`config.mk`:
```
export PLATFORM = sky130hd
export DESIGN_NAME = pdh_pid_core
export DESIGN_NICKNAME = d
export VERILOG_FILES = /design/src/rtl/pid_pkg.sv /design/src/rtl/pid_decimator.sv /design/src/rtl/pdh_pid_core.sv
export SDC_FILE = /design/constraint.sdc
export NUM_CORES = 2
export LEC_CHECK = 0
export CORE_MARGIN = 2
export CORE_UTILIZATION = 51
export DETAILED_ROUTE_END_ITERATION = 12
export GPL_TIMING_DRIVEN = 0
export HOLD_SLACK_MARGIN = 0.05
export PLACE_DENSITY = 0.71
export SYNTH_ARGS = -nofsm -noshare
export SYNTH_HDL_FRONTEND = slang
export SYNTH_SLANG_ARGS = --single-unit
```
`constraint.sdc`:
```
create_clock -name clk -period 15.6 [get_ports clk]
set_input_delay 1.56 -clock clk [delete_from_list [all_inputs] [get_ports clk]]
set_output_delay 1.56 -clock clk [all_outputs]
set_load 0.05 [all_outputs]
```
`src/rtl/pid_pkg.sv`:
```
// Shared widths, pipeline stage structs and saturation helpers for the PDH PID loop filter.
package pid_pkg;

  localparam int PID_FRAC = 13;
  localparam int DAT_W    = 16;
  localparam int GAIN_W   = 16;
  localparam int SP_W     = 14;
  localparam int CNT_W    = 14;
  localparam int ERR_W    = 17;
  localparam int FLT_W    = 20;
  localparam int PROD_W   = GAIN_W + ERR_W;
  localparam int DPROD_W  = GAIN_W + FLT_W;
  localparam int ACC_W    = 40;
  localparam int SUM_W    = 40;

  // Captured on a tick: error sample plus the gain set it is processed with.
  typedef struct packed {
    logic [ERR_W-1:0]  err;
    logic [GAIN_W-1:0] kp;
    logic [GAIN_W-1:0] ki;
    logic [GAIN_W-1:0] kd;
    logic [3:0]        alpha;
    logic [3:0]        s;
  } stg1_t;

  typedef struct packed {
    logic [SUM_W-1:0] p;
    logic [SUM_W-1:0] i;
    logic [SUM_W-1:0] d;
    logic [3:0]       s;
  } stg2_t;

  function automatic logic [3:0] eff_s(input logic [4:0] w);
    return w[4] ? 4'hF : w[3:0];
  endfunction

  // Clamp to [-2^s, 2^s-1]; with s <= 15 the result always fits the output word.
  function automatic logic signed [DAT_W-1:0] sat_s(input logic signed [SUM_W-1:0] value,
                                                    input logic [3:0] s);
    logic signed [SUM_W-1:0] hi, lo, c;
    hi = $signed((SUM_W'(1) << s) - SUM_W'(1));
    lo = ~hi;
    if (value > hi)      c = hi;
    else if (value < lo) c = lo;
    else                 c = value;
    return c[DAT_W-1:0];
  endfunction

endpackage

```
`src/rtl/pid_decimator.sv`:
```
// Update-rate tick generator: fires when the free-running count reaches the programmed period.
module pid_decimator
  import pid_pkg::*;
(
  input  logic             clk,
  input  logic             rst,
  input  logic             i_enable,
  input  logic [CNT_W-1:0] i_decimate,
  output logic             o_tick
);

  logic [CNT_W-1:0] r_cnt;
  logic             w_hit;

  assign w_hit  = (r_cnt == i_decimate);
  assign o_tick = rst & i_enable & w_hit;

  // A period shortened below the live count wraps through 2^CNT_W-1 before matching.
  always_ff @(posedge clk) begin
    if (!rst || !i_enable) r_cnt <= '0;
    else if (w_hit)        r_cnt <= '0;
    else                   r_cnt <= r_cnt + CNT_W'(1);
  end

endmodule

```
`src/rtl/pdh_pid_core.sv`:
```
// Decimated PID loop filter: error capture, products with integrator/derivative-filter
// state update, then saturated sum with a one-cycle strobe.
module pdh_pid_core
  import pid_pkg::*;
#(
  parameter int FRAC = PID_FRAC
) (
  input  logic                     clk,
  input  logic                     rst,
  input  logic                     enable_i,
  input  logic signed [GAIN_W-1:0] kp_i,
  input  logic signed [GAIN_W-1:0] ki_i,
  input  logic signed [GAIN_W-1:0] kd_i,
  input  logic        [3:0]        alpha_i,
  input  logic signed [DAT_W-1:0]  dat_i,
  input  logic signed [SP_W-1:0]   sp_i,
  input  logic        [CNT_W-1:0]  decimate_i,
  input  logic        [4:0]        satwidth_i,
  output logic signed [DAT_W-1:0]  pid_out_o,
  output logic                     strobe_o
);

  logic                     w_clr, w_tick;
  logic [2:0]               r_vld_pipe;
  stg1_t                    r_s1;
  stg2_t                    r_s2;
  logic signed [ACC_W-1:0]  r_acc;
  logic signed [FLT_W-1:0]  r_flt;
  logic signed [ERR_W-1:0]  r_eprev;

  assign w_clr    = !rst || !enable_i;
  assign strobe_o = r_vld_pipe[2];

  pid_decimator u_dec (
    .clk        (clk),
    .rst        (rst),
    .i_enable   (enable_i),
    .i_decimate (decimate_i),
    .o_tick     (w_tick)
  );

  // stage 0: error
  logic signed [ERR_W-1:0] w_err;
  assign w_err = {{(ERR_W-SP_W){sp_i[SP_W-1]}}, sp_i} - {dat_i[DAT_W-1], dat_i};

  // stage 1: products and state update
  logic signed [ERR_W-1:0]   w_e1;
  logic signed [PROD_W-1:0]  w_prod_p, w_prod_i;
  logic signed [ACC_W-1:0]   w_acc_sum, w_acc_hi, w_acc_lo, w_acc_nxt;
  logic signed [FLT_W-1:0]   w_diff, w_fd, w_flt_nxt;
  logic signed [DPROD_W-1:0] w_prod_d;
  logic signed [SUM_W-1:0]   w_p, w_i, w_d;

  assign w_e1     = $signed(r_s1.err);
  assign w_prod_p = $signed({{ERR_W{r_s1.kp[GAIN_W-1]}}, r_s1.kp}) *
                    $signed({{GAIN_W{w_e1[ERR_W-1]}}, w_e1});
  assign w_prod_i = $signed({{ERR_W{r_s1.ki[GAIN_W-1]}}, r_s1.ki}) *
                    $signed({{GAIN_W{w_e1[ERR_W-1]}}, w_e1});

  assign w_acc_sum = r_acc + $signed({{(ACC_W-PROD_W){w_prod_i[PROD_W-1]}}, w_prod_i});
  assign w_acc_hi  = $signed(((ACC_W'(1) << r_s1.s) - ACC_W'(1)) << FRAC);
  assign w_acc_lo  = $signed(ACC_W'(0) - ((ACC_W'(1) << r_s1.s) << FRAC));
  // Anti-windup: the stored accumulator itself is clamped, so it never remembers overshoot.
  assign w_acc_nxt = (w_acc_sum > w_acc_hi) ? w_acc_hi :
                     (w_acc_sum < w_acc_lo) ? w_acc_lo : w_acc_sum;

  assign w_diff    = {{(FLT_W-ERR_W){w_e1[ERR_W-1]}}, w_e1} -
                     {{(FLT_W-ERR_W){r_eprev[ERR_W-1]}}, r_eprev};
  assign w_fd      = w_diff - r_flt;
  assign w_flt_nxt = r_flt + (w_fd >>> r_s1.alpha);
  assign w_prod_d  = $signed({{FLT_W{r_s1.kd[GAIN_W-1]}}, r_s1.kd}) *
                     $signed({{GAIN_W{w_flt_nxt[FLT_W-1]}}, w_flt_nxt});

  assign w_p = $signed({{(SUM_W-PROD_W){w_prod_p[PROD_W-1]}}, w_prod_p}) >>> FRAC;
  assign w_i = w_acc_nxt >>> FRAC;
  assign w_d = $signed({{(SUM_W-DPROD_W){w_prod_d[DPROD_W-1]}}, w_prod_d}) >>> FRAC;

  // stage 2: saturated sum
  logic signed [SUM_W-1:0] w_sum;
  logic signed [DAT_W-1:0] w_out;
  assign w_sum = $signed(r_s2.p) + $signed(r_s2.i) + $signed(r_s2.d);
  assign w_out = sat_s(w_sum, r_s2.s);

  always_ff @(posedge clk) begin
    if (w_clr) begin
      r_vld_pipe <= '0;
      r_s1       <= '0;
      r_s2       <= '0;
      r_acc      <= '0;
      r_flt      <= '0;
      r_eprev    <= '0;
      pid_out_o  <= '0;
    end else begin
      r_vld_pipe <= {r_vld_pipe[1:0], w_tick};
      if (w_tick) begin
        r_s1.err   <= w_err;
        r_s1.kp    <= kp_i;
        r_s1.ki    <= ki_i;
        r_s1.kd    <= kd_i;
        r_s1.alpha <= alpha_i;
        r_s1.s     <= eff_s(satwidth_i);
      end
      // State commits here so a tick on the very next cycle already sees it.
      if (r_vld_pipe[0]) begin
        r_acc   <= w_acc_nxt;
        r_flt   <= w_flt_nxt;
        r_eprev <= w_e1;
        r_s2.p  <= w_p;
        r_s2.i  <= w_i;
        r_s2.d  <= w_d;
        r_s2.s  <= r_s1.s;
      end
      if (r_vld_pipe[1]) pid_out_o <= w_out;
    end
  end

endmodule

```
==> results.tsv <==
metric	value	unit
crit_path_start_kind	flop	
fin_crit_sh	95.9	%
ys_top_cells_by_count	1,102 x inv_1, 975 x fa_1, 633 x nand2_1	
synthesis.area	0.0517	mm2
fmax	66.9	MHz
hp-class	reg2reg	
p_sw_share	26.4	%
grtUsageTotal	29.1	%
synth_compound_area_share	9.49	%
clkTransAtPathRegs	0.06	ns
grt_start_max_net_pins	25	
period_needed	14.95	ns
dp_hpwl	125000	um
fp.coreArea	0.100	mm2
grt_overflow_total	0	
die_area	0.104	mm2
synth_top_family_by_area	adder cells	
critPathMaxStageDelay	0.74	ns
start_util	51.6	%
yosys.area.top_type	fa_1	
finClkSkew	0.0598	ns
power_frac_comb	6.7	%
regArea	0.00460	mm2
required	16.08	ns
multi_input_area	0.0421	mm2
nNetsFinal	7587	
drt-total-wl	147000	um
synth_seq_cells	230	
cts_resized	1	
pwr-share-seq	39.0	%
cts_num_sinks	230	
synth.distinct_cells	98	
path_max_fanout	10	
cts_max_path_buffers	3	
path_class	reg2reg	
cts_tree	done	
status	completed	
p_leak	26.3	nW
synthTopCellsByArea	fa_1 38%, ha_1 12%, dfxtp_1 8.9%, inv_1 8.0%, nand2_1 4.6%	
viasPerCell	5.54	
firstDrtPassIters	6	
cp.arrival	15.44	ns
ant_nets	0	
wl_per_cell	19.9	um
post-cts-setup-buffers	0	
ios	121	
hold_viol	0	
drtIter0Drc	3250	
slew_headroom	3.61	%
first_global_vias	42400	
synth.avg_cell_area	8.89	um2
fin_tns_setup	0	ns
num_vias	40900	
synthCells	5813	
cts_hold_buf	0	
placementRows	116	
cts-root-buf	clkbuf_16	
grt_pass1_wl	235000	um
rsz0062_at_grt	false	
power_density	26.9	mW/mm2
synth_flop_cell	dfxtp_1	
clk_latency	0.67	ns
muxShareOfSynthArea	3.04	%
drc	0	
synth_edf_count	0	
fillers	9099	
critPathTopFamily	compound AO/OA/AOI/OAI gates	
crit_path_end_kind	flop	
power.switching	0.397	mW
yosys_warnings	0	
synthXorXnorAreaFrac	3.51	%
path_buf_inv	7	
crit_path_top_delay_cell	xor2_1	
utilization	55.7	%
antenna_found_initial	6	
yosysSeqAreaShare	8.91	%
gp_congestion	0.956	
cap_violations	0	
htreeDepth	1	
die_x	322	um
p_int	1.11	mW
setup_violations	0	
synth_fa_ha_area_share	50.0	%
syn_to_final_growth	8.13	%
yosysMostFrequentCell	inv_1	
port_buffers	120	
drv_slew	0	
worstMarginPinSlew	1.45	ns
cpMostUsedCell	fa_1	
die_y	322	um
numCtsBuffers	31	
async_reset_ff_share	0	%
synth-simple-area-share	15.0	%
synth_top_area_share	37.8	%
p_clk_share	54.3	%
drive_above_1_share	2.01	%
irDropWorstVdd	0.0820	mV
-- area by class of cell --
cell class              count  area share [%]
flip-flops and latches    230            8.24
diodes                      2         0.00895
inverters                1108            7.44
plain buffers             268            1.85
well taps                1357            3.04
clock buffers              37            1.48
repair buffers            122            2.19
multi-input cells        4239            75.3
clock inverters            20           0.492
-- cell usage in the layout (no fill, tap or decap), types with 8 or more instances in the layout --
cell type / count
a2111oi_0: 8
or2_2: 8
nor4_1: 20
clkdlybuf4s50_1: 120
o21bai_1: 23
o21ai_0: 147
and2_1: 362
conb_1: 34
inv_1: 1102
o211ai_1: 24
mux2i_1: 140
o21a_1: 30
or3_1: 14
nand2_1: 633
a21o_1: 73
nand3_1: 55
o2111ai_1: 12
a221oi_1: 8
a22o_1: 11
nand4_1: 24
xnor2_1: 137
a32oi_1: 12
a21oi_1: 187
buf_1: 14
nor2_1: 341
and3_1: 27
clkbuf_1: 248
xor2_1: 66
nand2b_1: 51
a22oi_1: 19
dfxtp_1: 230
fa_1: 975
ha_1: 508
a31oi_1: 26
o31ai_1: 19
clkbuf_16: 31
nor2b_1: 25
a211oi_1: 37
nor3_1: 43
-- layer usage --
layer  wire [um]  global-route usage (%)  up-vias  share of wire, %
met5          11                       0        -            0.0075
li1            -                       -    18500                 -
met3       11300                    4.35      317               7.7
met1       61100                    38.9    20500                41
met4        6710                    11.4        2               4.6
met2       68100                    47.5     1554                46
-- worst min-delay path, delay by kind of cell, from the launching register on --
kind             cells  cell delay [ns]
flip-flops           1             0.33
AND/OR/NAND/NOR      1             0.06
AO/OA/AOI/OAI        1             0.06
-- power by group through the flow --
stage / sequential [mW] / clock [mW] / combinational [mW]
2_1_floorplan: 0.601 / 0 / 0.0451
3_3_place_gp: 0.601 / 0 / 0.0990
3_5_place_dp: 0.601 / 0 / 0.0996
4_1_cts: 0.588 / 0.825 / 0.100
5_1_grt: 0.588 / 0.843 / 0.107
6_report: 0.588 / 0.817 / 0.101
-- per-stage QoR --
step                      worst slack, ns  power (mW)  area (um2)  instances  hold WS, ns
after floorplan                      3.49       0.646       51800       5845        0.452
after global placement              0.138       0.700       54700       7322        0.470
after detailed placement           0.0588       0.701       54800       7323        0.478
after CTS                           0.164        1.51       55900       7380        0.493
after global routing               0.0244        1.54       55900       7382        0.514
final                               0.646        1.51       55900       7383        0.491
-- path summary, 6_finish.rpt --
kind                               start  cells past startpoint  slack, ns       end
worst max-delay path             w_e1[0]                     46       0.65  r_s2[15]
worst min-delay path            r_s2[20]                      2       0.49  r_s2[20]
worst max register to register   w_e1[0]                     46       0.65  r_s2[15]
worst min register to register  r_s2[20]                      2       0.49  r_s2[20]
-- cells by family after synthesis --
kind of cell             after synthesis
multiplexers                         150
AO/OA/AOI/OAI                        731
flip-flops                           230
XOR/XNOR                             207
other                                  2
buffers and inverters               1376
AND/OR/NAND/NOR                     1634
adder cells (fa/ha/maj)             1483
-- state kept, by name, indices dropped and copies added, names as in the netlist --
signal and count:
r_flt 20, r_s1 56, w_e1 17, r_eprev 17
r_s2 74, r_acc 13, pid_out_o 16, u_dec.r_cnt 14
r_vld_pipe 3
Power figures use the tool's default switching activity.
